==> src/rtl/reset_sequencer.sv <==
// Central reset controller: synchronizes board reset release, holds all stages,
// then releases per-stage resets in order; supports a handshaked soft restart.
module reset_sequencer #(
    parameter int NUM_STAGES  = 3,
    parameter int HOLD_CYCLES = 16,
    parameter int STAGE_GAP   = 4
) (
    input  logic                  clk,
    input  logic                  reset,
    input  logic                  soft_req,
    output logic [NUM_STAGES-1:0] rst_out,
    output logic                  ready,
    output logic                  soft_ack
);

    localparam int CNT_MAX = (HOLD_CYCLES > STAGE_GAP) ? HOLD_CYCLES : STAGE_GAP;
    localparam int CW      = $clog2(CNT_MAX) + 1;
    localparam int IW      = $clog2(NUM_STAGES) + 1;

    localparam logic [CW-1:0] HOLD_LAST = CW'(HOLD_CYCLES - 1);
    localparam logic [CW-1:0] GAP_LAST  = CW'(STAGE_GAP - 1);
    localparam logic [IW-1:0] IDX_LAST  = IW'(NUM_STAGES - 1);

    typedef enum logic [1:0] {
        ST_ASSERT,
        ST_RELEASE,
        ST_RUN
    } state_t;

    state_t          state;
    logic [CW-1:0]   cnt;
    logic [IW-1:0]   idx;
    logic            sync1;
    logic            sync2;
    logic            soft_req_d;
    logic            soft_trig;

    always_ff @(posedge clk or negedge reset) begin
        if (!reset) begin
            sync1 <= 1'b0;
            sync2 <= 1'b0;
        end else begin
            sync1 <= 1'b1;
            sync2 <= sync1;
        end
    end

    assign soft_trig = soft_req & ~soft_req_d & sync2;

    // The hold counter looks at the value rst_sync takes at this edge (sync1),
    // so the edge where rst_sync rises is itself counted as cnt=0.
    always_ff @(posedge clk or negedge reset) begin
        if (!reset) begin
            state      <= ST_ASSERT;
            cnt        <= '0;
            idx        <= '0;
            rst_out    <= '1;
            ready      <= 1'b0;
            soft_ack   <= 1'b0;
            soft_req_d <= 1'b0;
        end else begin
            soft_req_d <= soft_req;
            soft_ack   <= 1'b0;
            case (state)
                ST_ASSERT: begin
                    if (sync1) begin
                        if (cnt == HOLD_LAST) begin
                            rst_out[0] <= 1'b0;
                            idx        <= IW'(1);
                            cnt        <= '0;
                            state      <= (NUM_STAGES == 1) ? ST_RUN : ST_RELEASE;
                        end else begin
                            cnt <= cnt + CW'(1);
                        end
                    end
                end
                ST_RELEASE: begin
                    if (cnt == GAP_LAST) begin
                        for (int k = 0; k < NUM_STAGES; k++) begin
                            if (IW'(k) == idx) begin
                                rst_out[k] <= 1'b0;
                            end
                        end
                        idx <= idx + IW'(1);
                        cnt <= '0;
                        if (idx == IDX_LAST) begin
                            state <= ST_RUN;
                        end
                    end else begin
                        cnt <= cnt + CW'(1);
                    end
                end
                ST_RUN: begin
                    if (soft_trig) begin
                        rst_out  <= '1;
                        ready    <= 1'b0;
                        soft_ack <= 1'b1;
                        cnt      <= '0;
                        idx      <= '0;
                        state    <= ST_ASSERT;
                    end else begin
                        ready <= 1'b1;
                    end
                end
                default: begin
                    state <= ST_ASSERT;
                end
            endcase
        end
    end

endmodule

==> config.mk <==
export PLATFORM = sky130hd
export DESIGN_NAME = reset_sequencer
export DESIGN_NICKNAME = d
export VERILOG_FILES = /design/src/rtl/reset_sequencer.sv
export SDC_FILE = /design/constraint.sdc
export NUM_CORES = 1
export LEC_CHECK = 0
export ABC_CLOCK_PERIOD_IN_PS = 2000
export CORE_UTILIZATION = 35
export CTS_CLUSTER_DIAMETER = 200
export DETAILED_ROUTE_END_ITERATION = 12
export GPL_ROUTABILITY_DRIVEN = 1
export SYNTH_ARGS = -nofsm -noshare
export SYNTH_HDL_FRONTEND = slang
export SYNTH_SLANG_ARGS = --single-unit
==> constraint.sdc <==
create_clock -name clk -period 2 [get_ports clk]
set_clock_uncertainty 0.05 [all_clocks]
set_input_delay 0.6 -clock clk [delete_from_list [all_inputs] [get_ports clk]]
set_output_delay 0.6 -clock clk [all_outputs]
set_load 0.1 [all_outputs]
==> results of run 1 <==
## repair_timing
item,CTS,global route
endpoints found under the setup margin,2,7
hold endpoints to repair,0,0
hold buffers,0,0
gates resized for setup,1,5
## final cells by class
cell class                      count  area share
Clock buffer                        4     0.02805
Sequential cell                    18      0.3511
Timing Repair Buffer               16      0.1451
Inverter                           13     0.03772
Multi-Input combinational cell     66      0.4081
Tap cell                           31     0.02998
## synthesized netlist by cell type
library cell	n	area, um^2
mux2_2	1	11.26
a31o_2	1	8.760
nand3b_1	1	7.510
dfstp_2	3	78.83
a21boi_0	1	7.510
nor4b_1	1	8.760
dfrtp_1	15	375.4
a22oi_4	1	21.27
o311ai_0	1	8.760
or2_2	1	6.260
a21oi_1	4	20.02
a221o_1	1	10.01
o21ai_0	7	35.03
nand3b_2	1	11.26
inv_1	13	48.80
a2bb2oi_1	1	8.760
buf_4	1	7.510
ha_1	12	150.1
mux2i_1	2	20.02
o22ai_1	1	6.260
nand2b_1	3	18.77
nand3_1	6	30.03
a41o_1	1	10.01
nand2_1	7	26.28
o2bb2ai_1	1	8.760
conb_1	1	3.750
nor2_1	5	18.77
mux2_1	4	45.04
or4b_4	1	13.76
## cell families (layout without fill, tap and decap cells)
family                   count (synthesis)  after routing  share of synthesized area
AND/OR/NAND/NOR                         26             26                     0.1377
AO/OA/AOI/OAI                           20             20                     0.1413
flip-flops                              18             18                     0.4421
buffers and inverters                   14             33                    0.05482
adder cells (fa/ha/maj)                 12             12                     0.1462
multiplexers                             7              7                    0.07430
other                                    1              1                   0.003651
## worst reg2reg max path, delay by kind of cell, from the launching register on
family                   cells  cell delay, ns
adder cells (fa/ha/maj)      1            0.22
multiplexers                 1            0.33
AO/OA/AOI/OAI                1            0.19
AND/OR/NAND/NOR              2            0.62
flip-flops                   1            0.38
## metrics by stage
stage	hold slack, ns	worst slack [ns]
global placement	0.3628	-0.1375
detailed placement	0.3843	-0.2194
floorplan	0.2544	0.1705
CTS	0.4140	0.06151
global route	0.4411	0.01574
finish	0.4344	0.09523
## routing by layer
metal  global-route usage  up-vias  routed length (um)
met1               0.1856      370                 891
met3              0.02093        2                  42
li1                     -      373                   -
met4              0.06272        0                  19
met2               0.2432        7                 989
met5                    0        -                   0
## how the worst max path moves through the flow
stage | endpoint | slack [ns] | cells after the start
global route | state[1] | 0.02 | 5
CTS | state[1] | 0.06 | 7
global placement | state[0] | -0.14 | 6
floorplan | state[0] | 0.17 | 7
finish | state[1] | 0.1 | 5
detailed placement | state[1] | -0.22 | 6
## sequential cells by signal, summed over array words and instances, names as in the netlist
| register | flops |
|---|---|
| idx | 3 |
| cnt | 5 |
| state | 2 |
| soft_req_d | 1 |
| ready | 1 |
| rst_out | 3 |
| sync1 | 1 |
| sync2 | 1 |
| soft_ack | 1 |
## placed cells by master, fill, tap and decap left out, types with 2 or more instances in the layout
master	synthesis	routed
clkbuf_4	0	3
ha_1	12	10
buf_12	0	5
nand2_1	7	6
nand3_1	6	6
buf_4	1	9
ha_2	0	2
a21oi_1	4	4
nor2_1	5	5
clkdlybuf4s50_1	0	2
mux2i_1	2	2
o21ai_0	7	7
mux2_1	4	4
dfstp_2	3	3
inv_1	13	13
nand2b_1	3	3
dfrtp_1	15	15
## power by group
part           switching (mW)  total [mW]  leakage, nW  internal, mW
clock                   0.112       0.223       0.0210         0.111
combinational           0.741        1.33        0.363         0.588
sequential              0.109       0.600        0.219         0.491
==> reports/metrics.yaml, run 1 <==
run_status:
  status: "complete, no violations"
floorplan:
  die_area_um2: 3156
  fp.dieH_um: 56.18
  coreArea_um2: 2758
  num_rows: 19
  start_util: 0.3725
  pin_count: 8
  fp.dieW_um: 56.18
clocking:
  cts_tree: "built"
  cts_max_level: 1
  clkTransAtPathRegs_ns: 0.10
  numClockSinks: 18
  cts_buffer_depth: 2
  numCtsBuffers: 3
  cts_root_buf: "clkbuf_4"
  insertion_delay_ns: 0.29
  postCtsSetupRepairBufs: 0
final_layout:
  regArea_um2: 454.2
  n_antenna_cell: 0
  postLayoutCoreUtil: 0.4691
  layout.nets: 133
  final_area_um2: 1294
  layout.cells.non_filler: 148
  drive_gt1_frac: 0.2650
  filler_cell_count: 265
  area_growth_pct: 25.94
  multi_input_area_um2: 528.0
setup_path:
  slowest_stage: "or4b_4"
  reg2reg_from: "cnt[0]"
  start_kind: "flip-flop"
  critPathBufInv: 0
  crit_chain: "ha_2 > or4b_4 > a22oi_4 > nand3b_2 > mux2_1"
  cpLargestDelayFamily: "simple AND/OR/NAND/NOR gates"
  rr_worst_depth: 5
  cp_max_fo: 4
  endpoint_kind: "flip-flop"
  r2r_end: "state[1]"
  rrSetupSlack_ns: 0.1
  critical_path.max_stage_delay_ns: 0.50
  cp.arrival_ns: 2.03
  cp-startpoint: "cnt[0]"
  critPathKind: "flip-flop to flip-flop"
  critPathRequiredTime_ns: 2.13
grt:
  grt_usage: 0.1451
  antenna_found_initial: 0
  grt_start_max_net_pins: 19
  grt-ovfl-total: 0
  grt_first_pass_wirelength_mm: 3.574
  grt_pass1_vias: 817
yosys:
  avgSynthCellArea_um2: 10.48
  synth_nets: 113
  ys_types: 29
  synth_seq_cells: 18
  yosysWarnings: 0
  ys_seq_area_frac: 0.4421
  netlist_area_um2: 1027
  synthesis.instances: 98
placed_design:
  dp_cells: 144
  port_buffers: 7
  place.gp.congestion: 0.7752
  hpwl_mm: 1.526
  placed_area_um2: 1246
timing:
  fin_setup_tns_ns: 0
  hold_viol: 0
  final_max_slew_viol_count: 0
  fin_crit_sh: 0.9524
  setup_viol: 0
  rsz0062_at_grt: "no"
  max_freq_mhz: 525.0
  fin_crit_ns: 1.905
worst_hold_path:
  min_from: "sync1"
  min_path_cells: 0
  hp-class: "flip-flop to flip-flop"
  min_to: "sync2"
power_and_ir_drop:
  peakVddDrop_mv: 0.8453
  total_power_mw: 2.152
  p_leak_nw: 0.6027
  pwr_density_cell_nw_per_um2: 1663
routing:
  ant_nets: 0
  dr.pass1.iters: 4
  drcViolationCount: 0
  avgRoutedWirePerCell_um: 13.12
  vias: 752
  drt_iter0_drc: 10
  wl_mm: 1.942
  vias_per_cell: 5.081
run:
  maxCapViolCount: 0
Note: power is estimated with default switching activity, not from simulation.
==> run 2, diff against run 1 <==
--- a/config.mk
+++ b/config.mk
@@ -5,7 +5,7 @@
 export SDC_FILE = /design/constraint.sdc
 export NUM_CORES = 1
 export LEC_CHECK = 0
-export ABC_CLOCK_PERIOD_IN_PS = 2000
+export ABC_CLOCK_PERIOD_IN_PS = 1900
 export CORE_UTILIZATION = 35
 export CTS_CLUSTER_DIAMETER = 200
 export DETAILED_ROUTE_END_ITERATION = 12
==> constraint.sdc (replaced) <==
create_clock -name clk -period 1.9 [get_ports clk]
set_clock_uncertainty 0.05 [all_clocks]
set_input_delay 0.57 -clock clk [delete_from_list [all_inputs] [get_ports clk]]
set_output_delay 0.57 -clock clk [all_outputs]
set_load 0.1 [all_outputs]
==> reports/metrics.yaml, run 2 (synthesis gave the netlist of run 1 again) <==
grt:
  antenna_found_initial: 0
  grt_use_met3: 0.03023
  grt_start_max_net_pins: 19
  grt_use_met1: 0.1783
  grt_usage: 0.1416
  grt_first_pass_wirelength_mm: 3.450
  top_usage_layer: "met2"
  grt-ovfl-total: 0
  grt_pass1_vias: 796
  use_met2: 0.2381
worst_hold_path:
  min_from: "sync1"
  min_to: "sync2"
  min_path_cells: 0
  hp-class: "flip-flop to flip-flop"
setup_path:
  reg2reg_from: "cnt[1]"
  critPathKind: "flip-flop to flip-flop"
  crit_chain: "ha_4 > or4b_4 > a22oi_4 > nand3_1 > mux2_1"
  slowest_stage: "or4b_4"
  r2r_end: "rst_out[2]"
  cp.arrival_ns: 2.07
  start_kind: "flip-flop"
  rrSetupSlack_ns: 0.02
  critical_path.max_stage_delay_ns: 0.50
  cp_max_fo: 4
  critPathRequiredTime_ns: 2.09
  rr_worst_depth: 5
  endpoint_kind: "flip-flop"
power_and_ir_drop:
  p_comb_frac: 0.633
  total_power_mw: 2.409
  netSwitchingFraction: 0.4417
  internal_power_mw: 1.345
  switchingPower_mw: 1.064
  p_leak_nw: 0.6503
  power_frac_clock: 0.102
  seqPwrFrac: 0.265
  peakVddDrop_mv: 1.058
  pwr_density_cell_nw_per_um2: 1760
floorplan:
  fp.dieW_um: 56.18
  coreArea_um2: 2758
  pin_count: 8
  die_area_um2: 3156
  num_rows: 19
  fp.dieH_um: 56.18
  start_util: 0.3725
timing:
  max_freq_mhz: 531.3
  fin_setup_tns_ns: 0
  rsz0062_at_grt: "yes"
  fin_crit_sh: 0.9906
  hold_viol: 0
  setup_viol: 0
  final_max_slew_viol_count: 0
  holdWs_ns: 0.4127
  fin_crit_ns: 1.882
clocking:
  numCtsBuffers: 3
  cts_max_level: 1
  cts_tree: "built"
  cts_root_buf: "clkbuf_4"
  insertion_delay_ns: 0.30
  clkTransAtPathRegs_ns: 0.11
  cts_buffer_depth: 2
  hold_buffers: 0
  numClockSinks: 18
routing:
  avgRoutedWirePerCell_um: 13.05
  wl_mm: 2.010
  drt_iter0_drc: 15
  ant_nets: 0
  dr.pass1.iters: 4
  vias: 758
  drcViolationCount: 0
  vias_per_cell: 4.922
final_layout:
  regMostFlops: "cnt"
  layout.nets: 139
  area_growth_pct: 33.25
  largest_reg_flops: 5
  filler_cell_count: 246
  n_antenna_cell: 0
  mostFrequentLayoutCells: "dfrtp_1, buf_4, inv_1, ha_1, o21ai_0"
  drive_gt1_frac: 0.3171
  largest_registers: "cnt (5), idx (3), rst_out (3)"
placed_design:
  place.gp.congestion: 0.8057
  port_buffers: 7
  hpwl_mm: 1.540
run_status:
  status: "complete, no violations"
run:
  maxCapViolCount: 0
==> run 2: changes by cell type in the layout (fill, tap and decap cells not counted), sizes merged <==
cell / change
buf: +6
==> run 2: worst max-delay path by stage <==
stage	cells after the start	slack [ns]	from	endpoint
after floorplan	7	0.07	cnt[0]	state[0]
after global placement	5	-0.20	soft_req	cnt[3]
after detailed placement	5	-0.27	soft_req	cnt[3]
after CTS	5	0.01	cnt[0]	state[1]
after global routing	5	-0.03	cnt[1]	state[1]
final	5	0.02	cnt[1]	rst_out[2]
==> run 2: area by class of cell <==
class,instances,area [um^2],share of cell area
clock buffer,4,36.28,0.02651
inverter,13,48.80,0.03565
multi-input combinational,66,558.0,0.4077
sequential,18,454.2,0.3318
tap,31,38.79,0.02834
timing repair buffer,22,232.7,0.1700
==> run 2: critical path: cells and delay by family (launching register included) <==
kind | cells | cell delay, ns
AO/OA/AOI/OAI | 1 | 0.23
adder cells (fa/ha/maj) | 1 | 0.16
flip-flops | 1 | 0.41
multiplexers | 1 | 0.33
AND/OR/NAND/NOR | 2 | 0.63
==> run 2: power groups by stage <==
stage | Clock (mW) | Combinational (mW) | Sequential [mW]
5_1_grt | 0.274 | 1.68 | 0.655
3_3_place_gp | 0 | 1.39 | 0.629
2_1_floorplan | 0 | 0.711 | 0.846
3_5_place_dp | 0 | 1.41 | 0.637
6_report | 0.245 | 1.52 | 0.639
4_1_cts | 0.253 | 1.42 | 0.631
==> run 2: timing repair <==
item,CTS,global route
resized for setup,2,7
setup buffers,0,2
pin swaps,0,2
endpoints found under the setup margin,6,7
cloned,0,0
==> run 2: layer usage <==
layer / up-vias / wire (um)
met3: 2 / 51
met4: 0 / 25
met5: - / 0
li1: 387 / -
met1: 361 / 932
met2: 8 / 1001
==> run 2: stage by stage <==
stage | instances | worst slack [ns] | utilization | cell area, um^2
floorplan | 98 | 0.07052 | - | 1027
global placement | 148 | -0.2050 | 0.4628 | 1276
detailed placement | 148 | -0.2726 | 0.4628 | 1276
CTS | 152 | 0.009953 | 0.4769 | 1315
global route | 154 | -0.02850 | 0.4964 | 1369
finish | 154 | 0.01795 | 0.4964 | 1369
==> edit (settings of run 2) <==
`STAGE_GAP`: 4 -> 8.
--- a/src/rtl/reset_sequencer.sv
+++ b/src/rtl/reset_sequencer.sv
@@ -3,7 +3,7 @@
 module reset_sequencer #(
     parameter int NUM_STAGES  = 3,
     parameter int HOLD_CYCLES = 16,
-    parameter int STAGE_GAP   = 4
+    parameter int STAGE_GAP   = 8
 ) (
     input  logic                  clk,
     input  logic                  reset,
Formal check against the unedited RTL: no difference found for any inputs over 10 cycles, from zero or initial values and one cycle with reset low; that may be too few to reach the edited logic, so the function may still have changed.
==> edit against run 2 <==
  * Routed wire length is 4.2% lower
  * Setup slack better by 57 ps
  * Design area is 0.91% higher
  * Sequential cell count stayed put
  * Highest routed layer unchanged
  * Synthesized area is 0.73% higher
  * Die area is 0.70% higher
Power is left out: it rests on default switching activity, and per cell area and clock period it moved more than threefold.
==> edit: results <==
{
  "reg2reg_depth": 9,
  "synth_common_cells": "dfrtp_1, inv_1, ha_1",
  "grt_pass1_vias": 810,
  "whs_path_depth": 0,
  "seq_area_frac_synth": 0.439,
  "place.gp.congestion": 0.788,
  "first_pass_iters": 4,
  "ff2ff_setup_slack_ps": 80,
  "drive_gt1_frac": 0.369,
  "drt_iter0_markers": 10,
  "grt_pass1_wl_um": 3510,
  "cts_buffers": 3,
  "synthTopCellsByArea": "dfrtp_1, ha_1, dfstp_2",
  "largest-register": "cnt",
  "dpl.hpwl_um": 1450,
  "synthArstFlopShare": 1.00,
  "crit_fanout": 6,
  "portBuffers": 7,
  "yosysWarnings": 0,
  "wl_per_cell_um": 12.6,
  "utilization": 0.497,
  "cts-htree-levels": 1,
  "status": "finished clean",
  "n_fill_cell": 274,
  "antenna_found_initial": 0,
  "cts_root_buffer": "clkbuf_4",
  "grt_use_total": 0.140,
  "worst_ep_arrival_time_ps": 1970,
  "dpl_cell_area_um2": 1270,
  "clk_pin_slew_ps": 110,
  "synth.distinct_cells": 32,
  "vias_per_cell": 5.10,
  "synth_fp_nets": 114,
  "top_regs": "cnt: 5 flops, idx: 3 flops, rst_out: 3 flops",
  "ctsLongestPathBuffers": 2,
  "nNetsFinal": 138,
  "largest_register_ffs": 5
}
-- edit: cell type report --
class                      count  area share
tap                           31      0.0281
clock buffer                   4      0.0263
multi-input combinational     66       0.417
inverter                      13      0.0353
sequential                    18       0.329
timing repair buffer          21       0.165
-- edit: through the flow --
stage / setup slack (ps) / instances / TNS, ps / hold WS, ps
final: 75.1 / 153 / 0 / 386
after global placement: -350 / 146 / -1950 / 333
after floorplan: 69.6 / 99 / 0 / 224
after global routing: -14.2 / 153 / -14.2 / 401
after CTS: 26.3 / 151 / 0 / 370
after detailed placement: -390 / 146 / -2160 / 341
-- edit: repair_timing --
| item | in CTS | in global routing |
|---|---|---|
| setup endpoints to repair | 3 | 4 |
| resized for setup | 3 | 13 |
| pin swaps | 1 | 5 |
| setup buffers | 1 | 2 |
-- edit: worst paths after layout --
| check | start | to |
|---|---|---|
| worst max-delay path | cnt[1] | idx[2] |
| worst min-delay path | sync1 | sync2 |
| worst max register to register | cnt[1] | idx[2] |
| worst min register to register | sync1 | sync2 |
| max in group asynchronous | reset | rst_out[1] |
| min in group asynchronous | reset | soft_req_d |
-- edit: cell families after synthesis --
logic type / synth area share
AOI/OAI and AO/OA: 0.154
muxes: 0.0508
buffers and inverters: 0.0544
DFF: 0.439
and+or+nand+nor: 0.154
adders and majority gates: 0.145
other: 0.00362
-- edit: layer usage --
metal	vias up	share of wire	GRT usage
li1	395	-	-
met1	369	0.43	0.160
met2	13	0.51	0.262
met3	4	0.033	0.0207
met4	0	0.020	0.0523
met5	-	0	0
-- edit: critical path: stages (launching register included) --
cell and delay, ps:
dfrtp_1 380, ha_2 200, nand3_2 90, inv_2 80
ha_4 150, nand2_2 50, a22oi_2 160, buf_6 140
nand3b_1 160, a32o_1 260
